## src/rtl/mem_port_arbiter.sv

```systemverilog
// mem_port_arbiter: shares one main-memory word port between c0 (icache) and c1 (dcache)
// Ports:
//   clk, rst                         clock, asynchronous active-low reset
//   cN_rden/cN_wren                  level requests held until cN_ack (N = 0, 1)
//   cN_address/cN_din                request word address and write data
//   cN_ack/cN_q                      one-cycle completion pulse and read data (held until next read ack)
//   mrden/mwren/maddress/mdout       one-cycle memory strobes with address/data
//   mq                               memory read data, valid MEM_LATENCY cycles after the strobe
//   busy/grant                       transaction in flight and its owner (0 = c0, 1 = c1)
// Build option: define ARB_FIXED_PRIO_EN for fixed priority (c1 wins ties); default is round-robin.
module mem_port_arbiter #(
    parameter int MEM_WIDTH   = 32,
    parameter int ADDR_WIDTH  = 16,
    parameter int MEM_LATENCY = 2
) (
    input  logic                  clk,
    input  logic                  rst,
    input  logic                  c0_rden,
    input  logic                  c0_wren,
    input  logic [ADDR_WIDTH-1:0] c0_address,
    input  logic [MEM_WIDTH-1:0]  c0_din,
    output logic                  c0_ack,
    output logic [MEM_WIDTH-1:0]  c0_q,
    input  logic                  c1_rden,
    input  logic                  c1_wren,
    input  logic [ADDR_WIDTH-1:0] c1_address,
    input  logic [MEM_WIDTH-1:0]  c1_din,
    output logic                  c1_ack,
    output logic [MEM_WIDTH-1:0]  c1_q,
    output logic                  mrden,
    output logic                  mwren,
    output logic [ADDR_WIDTH-1:0] maddress,
    output logic [MEM_WIDTH-1:0]  mdout,
    input  logic [MEM_WIDTH-1:0]  mq,
    output logic                  busy,
    output logic                  grant
);
    localparam logic [1:0] IDLE  = 2'd0;
    localparam logic [1:0] ISSUE = 2'd1;
    localparam logic [1:0] WAIT  = 2'd2;
    localparam logic [1:0] DONE  = 2'd3;
    localparam logic [3:0] CNT_INIT = 4'(MEM_LATENCY);

    logic [1:0]            state_q, state_d;
    logic                  own_q, own_d;
    logic                  wr_q, wr_d;
    logic [3:0]            cnt_q, cnt_d;
    logic                  c0_ack_q, c0_ack_d, c1_ack_q, c1_ack_d;
    logic [MEM_WIDTH-1:0]  c0_data_q, c0_data_d, c1_data_q, c1_data_d;
    logic                  mrden_q, mrden_d, mwren_q, mwren_d;
    logic [ADDR_WIDTH-1:0] maddr_q, maddr_d;
    logic [MEM_WIDTH-1:0]  mdout_q, mdout_d;
    logic                  busy_q, busy_d, grant_q, grant_d;
    logic                  c0_req, c1_req, win, win_wr;

    assign c0_req = c0_rden | c0_wren;
    assign c1_req = c1_rden | c1_wren;
`ifdef ARB_FIXED_PRIO_EN
    assign win = c1_req;
`else
    logic rr_q, rr_d;
    // rr_q names the port favoured on a tie; it only matters when both request
    assign win = (c0_req & c1_req) ? rr_q : c1_req;
`endif
    // write wins when a port raises both rden and wren
    assign win_wr = win ? c1_wren : c0_wren;

    always_comb begin
        state_d   = state_q;
        own_d     = own_q;
        wr_d      = wr_q;
        cnt_d     = cnt_q;
        c0_ack_d  = 1'b0;
        c1_ack_d  = 1'b0;
        c0_data_d = c0_data_q;
        c1_data_d = c1_data_q;
        mrden_d   = 1'b0;
        mwren_d   = 1'b0;
        maddr_d   = maddr_q;
        mdout_d   = mdout_q;
        busy_d    = busy_q;
        grant_d   = grant_q;
`ifndef ARB_FIXED_PRIO_EN
        rr_d      = rr_q;
`endif
        case (state_q)
            IDLE: begin
                if (c0_req | c1_req) begin
                    state_d = ISSUE;
                    own_d   = win;
                    wr_d    = win_wr;
                    mrden_d = ~win_wr;
                    mwren_d = win_wr;
                    maddr_d = win ? c1_address : c0_address;
                    mdout_d = win_wr ? (win ? c1_din : c0_din) : '0;
                    busy_d  = 1'b1;
                    grant_d = win;
`ifndef ARB_FIXED_PRIO_EN
                    rr_d    = ~win;
`endif
                end
            end
            ISSUE: begin
                state_d = WAIT;
                cnt_d   = CNT_INIT;
            end
            WAIT: begin
                cnt_d = cnt_q - 4'd1;
                // last wait cycle: mq is valid now, so ack and data land together in DONE
                if (cnt_q == 4'd1) begin
                    state_d   = DONE;
                    c0_ack_d  = ~own_q;
                    c1_ack_d  = own_q;
                    c0_data_d = (!wr_q && !own_q) ? mq : c0_data_q;
                    c1_data_d = (!wr_q && own_q) ? mq : c1_data_q;
                end
            end
            default: begin
                state_d = IDLE;
                busy_d  = 1'b0;
            end
        endcase
    end

    always_ff @(posedge clk or negedge rst) begin
        if (!rst) begin
            state_q   <= IDLE;
            own_q     <= 1'b0;
            wr_q      <= 1'b0;
            cnt_q     <= '0;
            c0_ack_q  <= 1'b0;
            c1_ack_q  <= 1'b0;
            c0_data_q <= '0;
            c1_data_q <= '0;
            mrden_q   <= 1'b0;
            mwren_q   <= 1'b0;
            maddr_q   <= '0;
            mdout_q   <= '0;
            busy_q    <= 1'b0;
            grant_q   <= 1'b0;
`ifndef ARB_FIXED_PRIO_EN
            rr_q      <= 1'b0;
`endif
        end else begin
            state_q   <= state_d;
            own_q     <= own_d;
            wr_q      <= wr_d;
            cnt_q     <= cnt_d;
            c0_ack_q  <= c0_ack_d;
            c1_ack_q  <= c1_ack_d;
            c0_data_q <= c0_data_d;
            c1_data_q <= c1_data_d;
            mrden_q   <= mrden_d;
            mwren_q   <= mwren_d;
            maddr_q   <= maddr_d;
            mdout_q   <= mdout_d;
            busy_q    <= busy_d;
            grant_q   <= grant_d;
`ifndef ARB_FIXED_PRIO_EN
            rr_q      <= rr_d;
`endif
        end
    end

    assign c0_ack   = c0_ack_q;
    assign c1_ack   = c1_ack_q;
    assign c0_q     = c0_data_q;
    assign c1_q     = c1_data_q;
    assign mrden    = mrden_q;
    assign mwren    = mwren_q;
    assign maddress = maddr_q;
    assign mdout    = mdout_q;
    assign busy     = busy_q;
    assign grant    = grant_q;
endmodule

```

## config.mk

```make
export PLATFORM = sky130hd
export DESIGN_NAME = mem_port_arbiter
export DESIGN_NICKNAME = d
export VERILOG_FILES = /design/src/rtl/mem_port_arbiter.sv
export SDC_FILE = /design/constraint.sdc
export NUM_CORES = 1
export LEC_CHECK = 0
export CAP_MARGIN = 20
export CORE_ASPECT_RATIO = 1.1
export CORE_UTILIZATION = 30
export DETAILED_ROUTE_END_ITERATION = 12
export SYNTH_ARGS = -nofsm -noshare
export SYNTH_HDL_FRONTEND = slang
export SYNTH_SLANG_ARGS = --single-unit
```

## constraint.sdc

```tcl
create_clock -name clk -period 2.4 [get_ports clk]
set_input_delay 0.24 -clock clk [delete_from_list [all_inputs] [get_ports clk]]
set_output_delay 0.24 -clock clk [all_outputs]
set_load 0.005 [all_outputs]
```

==> flow_summary.html <==
<table>
<tr><th>Metric</th><th>Value</th></tr>
<tr><th colspan="2">Final layout</th></tr>
<tr><td>Post-layout nets</td><td>slightly above 800</td></tr>
<tr><td>Antenna cell count</td><td>0</td></tr>
<tr><td>Layout cells sized above 1</td><td>16.2%</td></tr>
<tr><td>Area growth from synthesis to layout</td><td>61.4%</td></tr>
<tr><th colspan="2">Logic synthesis</th></tr>
<tr><td>Synth cell types</td><td>35</td></tr>
<tr><td>Flip-flop cell with the highest count after synthesis</td><td>sky130_fd_sc_hd__dfrtp_1</td></tr>
<tr><td>Share of cell area taken by muxes after synthesis</td><td>between 20% and 30%</td></tr>
<tr><td>Ranking of synthesized cells by instance count</td><td>sky130_fd_sc_hd__dfrtp_1, sky130_fd_sc_hd__nand2_1, sky130_fd_sc_hd__mux2_2, sky130_fd_sc_hd__mux2i_1, sky130_fd_sc_hd__o21ai_0</td></tr>
<tr><td>Combinational family with the most area after synthesis</td><td>multiplexers</td></tr>
<tr><td>Area share of and/or/nand/nor cells after synthesis</td><td>~6.7%</td></tr>
<tr><td>Post-synthesis sequential element count</td><td>126</td></tr>
<tr><td>Yosys warning total</td><td>0</td></tr>
<tr><td>Adder and majority gate portion of the synthesized area</td><td>0.920%</td></tr>
<tr><td>Share of synthesized registers carrying an async set or reset</td><td>100%</td></tr>
<tr><td>Cell accounting for the most synthesized area</td><td>sky130_fd_sc_hd__dfrtp_1</td></tr>
<tr><td>Most numerous cell in the Yosys netlist</td><td>sky130_fd_sc_hd__dfrtp_1</td></tr>
<tr><td>Area share of the largest cell type after synthesis</td><td>about 58%</td></tr>
<tr><td>Number of cells produced by synthesis</td><td>between 400 and 500</td></tr>
<tr><td>Main area contributors after synthesis</td><td>sky130_fd_sc_hd__dfrtp_1, sky130_fd_sc_hd__mux2_4, sky130_fd_sc_hd__mux2_2</td></tr>
<tr><td>Number of enable-type register cells in the synthesized netlist</td><td>0</td></tr>
<tr><td>Average footprint of a synthesized cell</td><td>13.0 µm²</td></tr>
<tr><td>Share of the yosys chip area belonging to registers</td><td>58.0%</td></tr>
<tr><td>Post-synthesis share of cell area spent on xor and xnor gates</td><td>0%</td></tr>
<tr><td>Post-synthesis net count</td><td>~560</td></tr>
<tr><td>Compound-gate portion of the synthesized area</td><td>8.23%</td></tr>
<tr><td>Mapped Area</td><td>5440 µm²</td></tr>
<tr><th colspan="2">Floorplanning</th></tr>
<tr><td>Area of the die</td><td>~19000 µm²</td></tr>
<tr><td>Effective utilization at floorplan</td><td>a little under a third</td></tr>
<tr><td>Floorplan die height</td><td>approximately 140 µm</td></tr>
<tr><td>Core area</td><td>between 15000 and 20000 µm²</td></tr>
<tr><td>Ports placed on the boundary</td><td>252</td></tr>
<tr><td>Chip width</td><td>roughly 130 µm</td></tr>
<tr><td>Floorplan row count</td><td>51</td></tr>
<tr><th colspan="2">Hold path</th></tr>
<tr><td>Endpoint with the worst hold slack</td><td>maddress[8]</td></tr>
<tr><td>Hold Crit Class</td><td>in -&gt; reg</td></tr>
<tr><td>Launch instance of the worst min-delay path</td><td>c0_address[8]</td></tr>
<tr><td>Min-Delay Path Depth</td><td>3</td></tr>
<tr><th colspan="2">STA</th></tr>
<tr><td>Final setup viols</td><td>0</td></tr>
<tr><td>Number of hold-slack violations in the final timing report</td><td>0</td></tr>
<tr><td>Max-slew violation total from the final report</td><td>0</td></tr>
<tr><td>Post-route setup slack</td><td>0.421 ns</td></tr>
<tr><td>Worst rel slew slack</td><td>between 50% and 60%</td></tr>
<tr><td>Max Freq</td><td>505 MHz</td></tr>
<tr><td>Tmin final</td><td>1.98 ns</td></tr>
<tr><td>Setup clock skew after layout</td><td>0.0129 ns</td></tr>
<tr><td>Unrepaired setup endpoints after global routing</td><td>no</td></tr>
<tr><td>Post-route setup TNS</td><td>0 ns</td></tr>
<tr><td>Ratio of final minimum period to clock period</td><td>82.4%</td></tr>
<tr><td>Tightest Pin Transition</td><td>0.683 ns</td></tr>
<tr><th colspan="2">Power</th></tr>
<tr><td>Cell area power density</td><td>~1200 nW/µm²</td></tr>
<tr><td>Worst VDD drop</td><td>0.000469 V</td></tr>
<tr><td>Leakage power figure</td><td>3.98 nW</td></tr>
<tr><th colspan="2">Drt</th></tr>
<tr><td>Starting DRC count in detailed routing</td><td>164</td></tr>
<tr><td>Routed met3 length</td><td>around 1.4 mm</td></tr>
<tr><td>Sum of met2 wire segment lengths after detailed routing</td><td>7.11 mm</td></tr>
<tr><td>Antenna viol nets, final</td><td>0</td></tr>
<tr><td>Via-to-Cell Ratio</td><td>around 4.5</td></tr>
<tr><td>Routed via count</td><td>about 4100</td></tr>
<tr><td>Detailed-route wire length on metal 1</td><td>6.10 mm</td></tr>
<tr><td>Total iterations of the first detailed-routing run</td><td>4</td></tr>
<tr><td>Residual DRC</td><td>0</td></tr>
<tr><td>Routed wire length</td><td>~15 mm</td></tr>
<tr><td>Highest metal layer with signal wires</td><td>met4</td></tr>
<tr><td>Wire length per cell</td><td>around 16 µm</td></tr>
<tr><th colspan="2">Critical path</th></tr>
<tr><td>Setup crit end kind</td><td>register</td></tr>
<tr><td>Slack of the worst reg-to-reg path</td><td>0.42 ns</td></tr>
<tr><td>Standard cell with the maximum stage delay on the critical path</td><td>sky130_fd_sc_hd__dfrtp_1</td></tr>
<tr><td>WS Path Type</td><td>reg -&gt; reg</td></tr>
<tr><td>Worst r2r src</td><td>cnt_q[1]</td></tr>
<tr><td>Category of the worst setup path launch point</td><td>register</td></tr>
<tr><td>Sequence of cells on the critical path</td><td>inv_1, ha_1, nor3b_2, nand2_1, nor3_4, buf_12, mux2_2</td></tr>
<tr><td>Path depth of the worst reg2reg path</td><td>7</td></tr>
<tr><td>Crit path arrival time</td><td>about 2.3 ns</td></tr>
<tr><td>Highest cell delay on the worst timing path</td><td>about 0.4 ns</td></tr>
<tr><td>FF-to-FF End</td><td>c0_q[20]</td></tr>
<tr><td>Peak fanout along the critical path</td><td>32</td></tr>
<tr><td>Worst EP required</td><td>~2.7 ns</td></tr>
<tr><th colspan="2">Global route</th></tr>
<tr><td>First-pass GRT wire length</td><td>approximately 23 mm</td></tr>
<tr><td>Vias in the first global route</td><td>4230</td></tr>
<tr><td>Global-route congestion overflow total</td><td>0</td></tr>
<tr><td>Total routing usage reported by global routing</td><td>approximately 16%</td></tr>
<tr><td>Initial antenna violation count</td><td>0</td></tr>
<tr><td>Largest net degree at the start of global routing</td><td>about 130</td></tr>
<tr><th colspan="2">Placement</th></tr>
<tr><td>Input/output buffers</td><td>~250</td></tr>
<tr><td>Worst slack at placement</td><td>0.306 ns</td></tr>
<tr><td>Detailed placer's ending HPWL</td><td>roughly 11 mm</td></tr>
<tr><td>Placer Congestion</td><td>about 0.74</td></tr>
<tr><th colspan="2">CTS</th></tr>
<tr><td>Clock edge transition at the registers on the reported setup and hold paths</td><td>around 0.050 ns</td></tr>
<tr><td>Post-CTS setup buffers</td><td>0</td></tr>
<tr><td>Number of buffers between clock root and the deepest sink</td><td>2</td></tr>
<tr><td>Total clock buffers created by CTS</td><td>17</td></tr>
<tr><td>H-tree depth</td><td>4</td></tr>
<tr><td># clock sinks</td><td>around 130</td></tr>
<tr><td>Clock tree from TritonCTS</td><td>done</td></tr>
<tr><td>Worst-skew pair later-pin latency</td><td>between 0.4 and 0.5 ns</td></tr>
<tr><td>Clock root buffer</td><td>sky130_fd_sc_hd__clkbuf_16</td></tr>
<tr><th colspan="2">Status</th></tr>
<tr><td>Run status</td><td>finished clean</td></tr>
<tr><th colspan="2">Run</th></tr>
<tr><td>Max-cap violations</td><td>0</td></tr>
</table>
## placed cells by master (no fill, tap or decap), types with 2 or more instances in the layout
cell type                         instances
sky130_fd_sc_hd__ha_1                     4
sky130_fd_sc_hd__buf_4                    5
sky130_fd_sc_hd__mux2_1                   2
sky130_fd_sc_hd__o22a_1                   3
sky130_fd_sc_hd__dfrtp_1                126
sky130_fd_sc_hd__clkinvlp_4               2
sky130_fd_sc_hd__clkbuf_16               17
sky130_fd_sc_hd__mux2_2                  33
sky130_fd_sc_hd__bufinv_16                3
sky130_fd_sc_hd__o21ai_1                  6
sky130_fd_sc_hd__inv_6                    2
sky130_fd_sc_hd__mux2i_1                 33
sky130_fd_sc_hd__a32oi_1                 17
sky130_fd_sc_hd__nor2_1                   5
sky130_fd_sc_hd__nand2_1                 70
sky130_fd_sc_hd__mux2_4                  30
sky130_fd_sc_hd__clkinv_4                 3
sky130_fd_sc_hd__clkinv_2                 3
sky130_fd_sc_hd__inv_1                    9
sky130_fd_sc_hd__buf_12                   4
sky130_fd_sc_hd__clkdlybuf4s50_1        250
sky130_fd_sc_hd__o21ai_0                 32
sky130_fd_sc_hd__a21oi_1                  3
## metal layers
layer	global-route usage (%)	vias to the layer above
met5	0	-
met4	5.44	0
met3	6.71	19
met2	26.4	175
met1	18.8	1987
li1	-	1963
## cells by family (layout without fill, tap and decap cells)
kind of cell | Yosys count | in the layout
and+or+nand+nor | 84 | 84
adders and majority gates | 4 | 4
buffers and inverters | 39 | 300
AOI/OAI and AO/OA | 68 | 68
DFF | 126 | 126
muxes | 98 | 98
## metrics by stage
stage	hold slack (ns)	cell area [µm²]	instances	util [%]	total power, mW
floorplan	-0.0556	5440	419	-	5.24
global placement	0.401	8170	886	46.0	7.57
detailed placement	0.414	8170	886	46.0	7.69
CTS	0.403	8780	918	49.5	10.4
global route	0.418	8780	918	49.5	10.9
finish	0.428	8780	918	49.5	10.2
## worst max-delay path, delay by kind of cell (launching register included)
kind	cells	cell delay [ns]
AND/OR/NAND/NOR	3	0.62
buffers and inverters	2	0.33
adder cells (fa/ha/maj)	1	0.14
multiplexers	1	0.36
flip-flops	1	0.40
## what timing repair did
action,CTS,global route
hold endpoints to repair,126,0
setup endpoints to repair,0,0
hold buffers,1,0
gates resized for setup,0,0
## worst max path at each step
stage	start	end	cells past startpoint
floorplan	state_q[0]	c0_q[10]	7
global placement	c0_rden	maddress[3]	5
detailed placement	c0_rden	maddress[0]	5
CTS	cnt_q[1]	c0_q[20]	7
global route	cnt_q[1]	c0_q[16]	7
finish	cnt_q[1]	c0_q[20]	7
## sequential cells by signal (all words and copies together) (netlist names)
signal,cells
mdout,32
grant,1
rr_q,1
c0_q,32
busy,1
state_q,2
c1_ack,1
maddress,16
c1_q,32
mwren,1
mrden,1
cnt_q,4
wr_q,1
c0_ack,1
## area by class of cell
class                      count  area (µm²)
inverter                       9        33.8
sequential                   126        3150
clock buffer                  18         439
multi-input combinational    254        2060
fill                        1593        8960
timing repair buffer         260        2630
clock inverter                13         164
tap                          238         298
## power breakdown
part | total [mW] | switching (mW) | internal (mW)
combinational | 4.05 | 1.55 | 2.50
sequential | 3.54 | 0.524 | 3.01
clock | 2.60 | 0.941 | 1.66
Power figures use the tool's default switching activity.
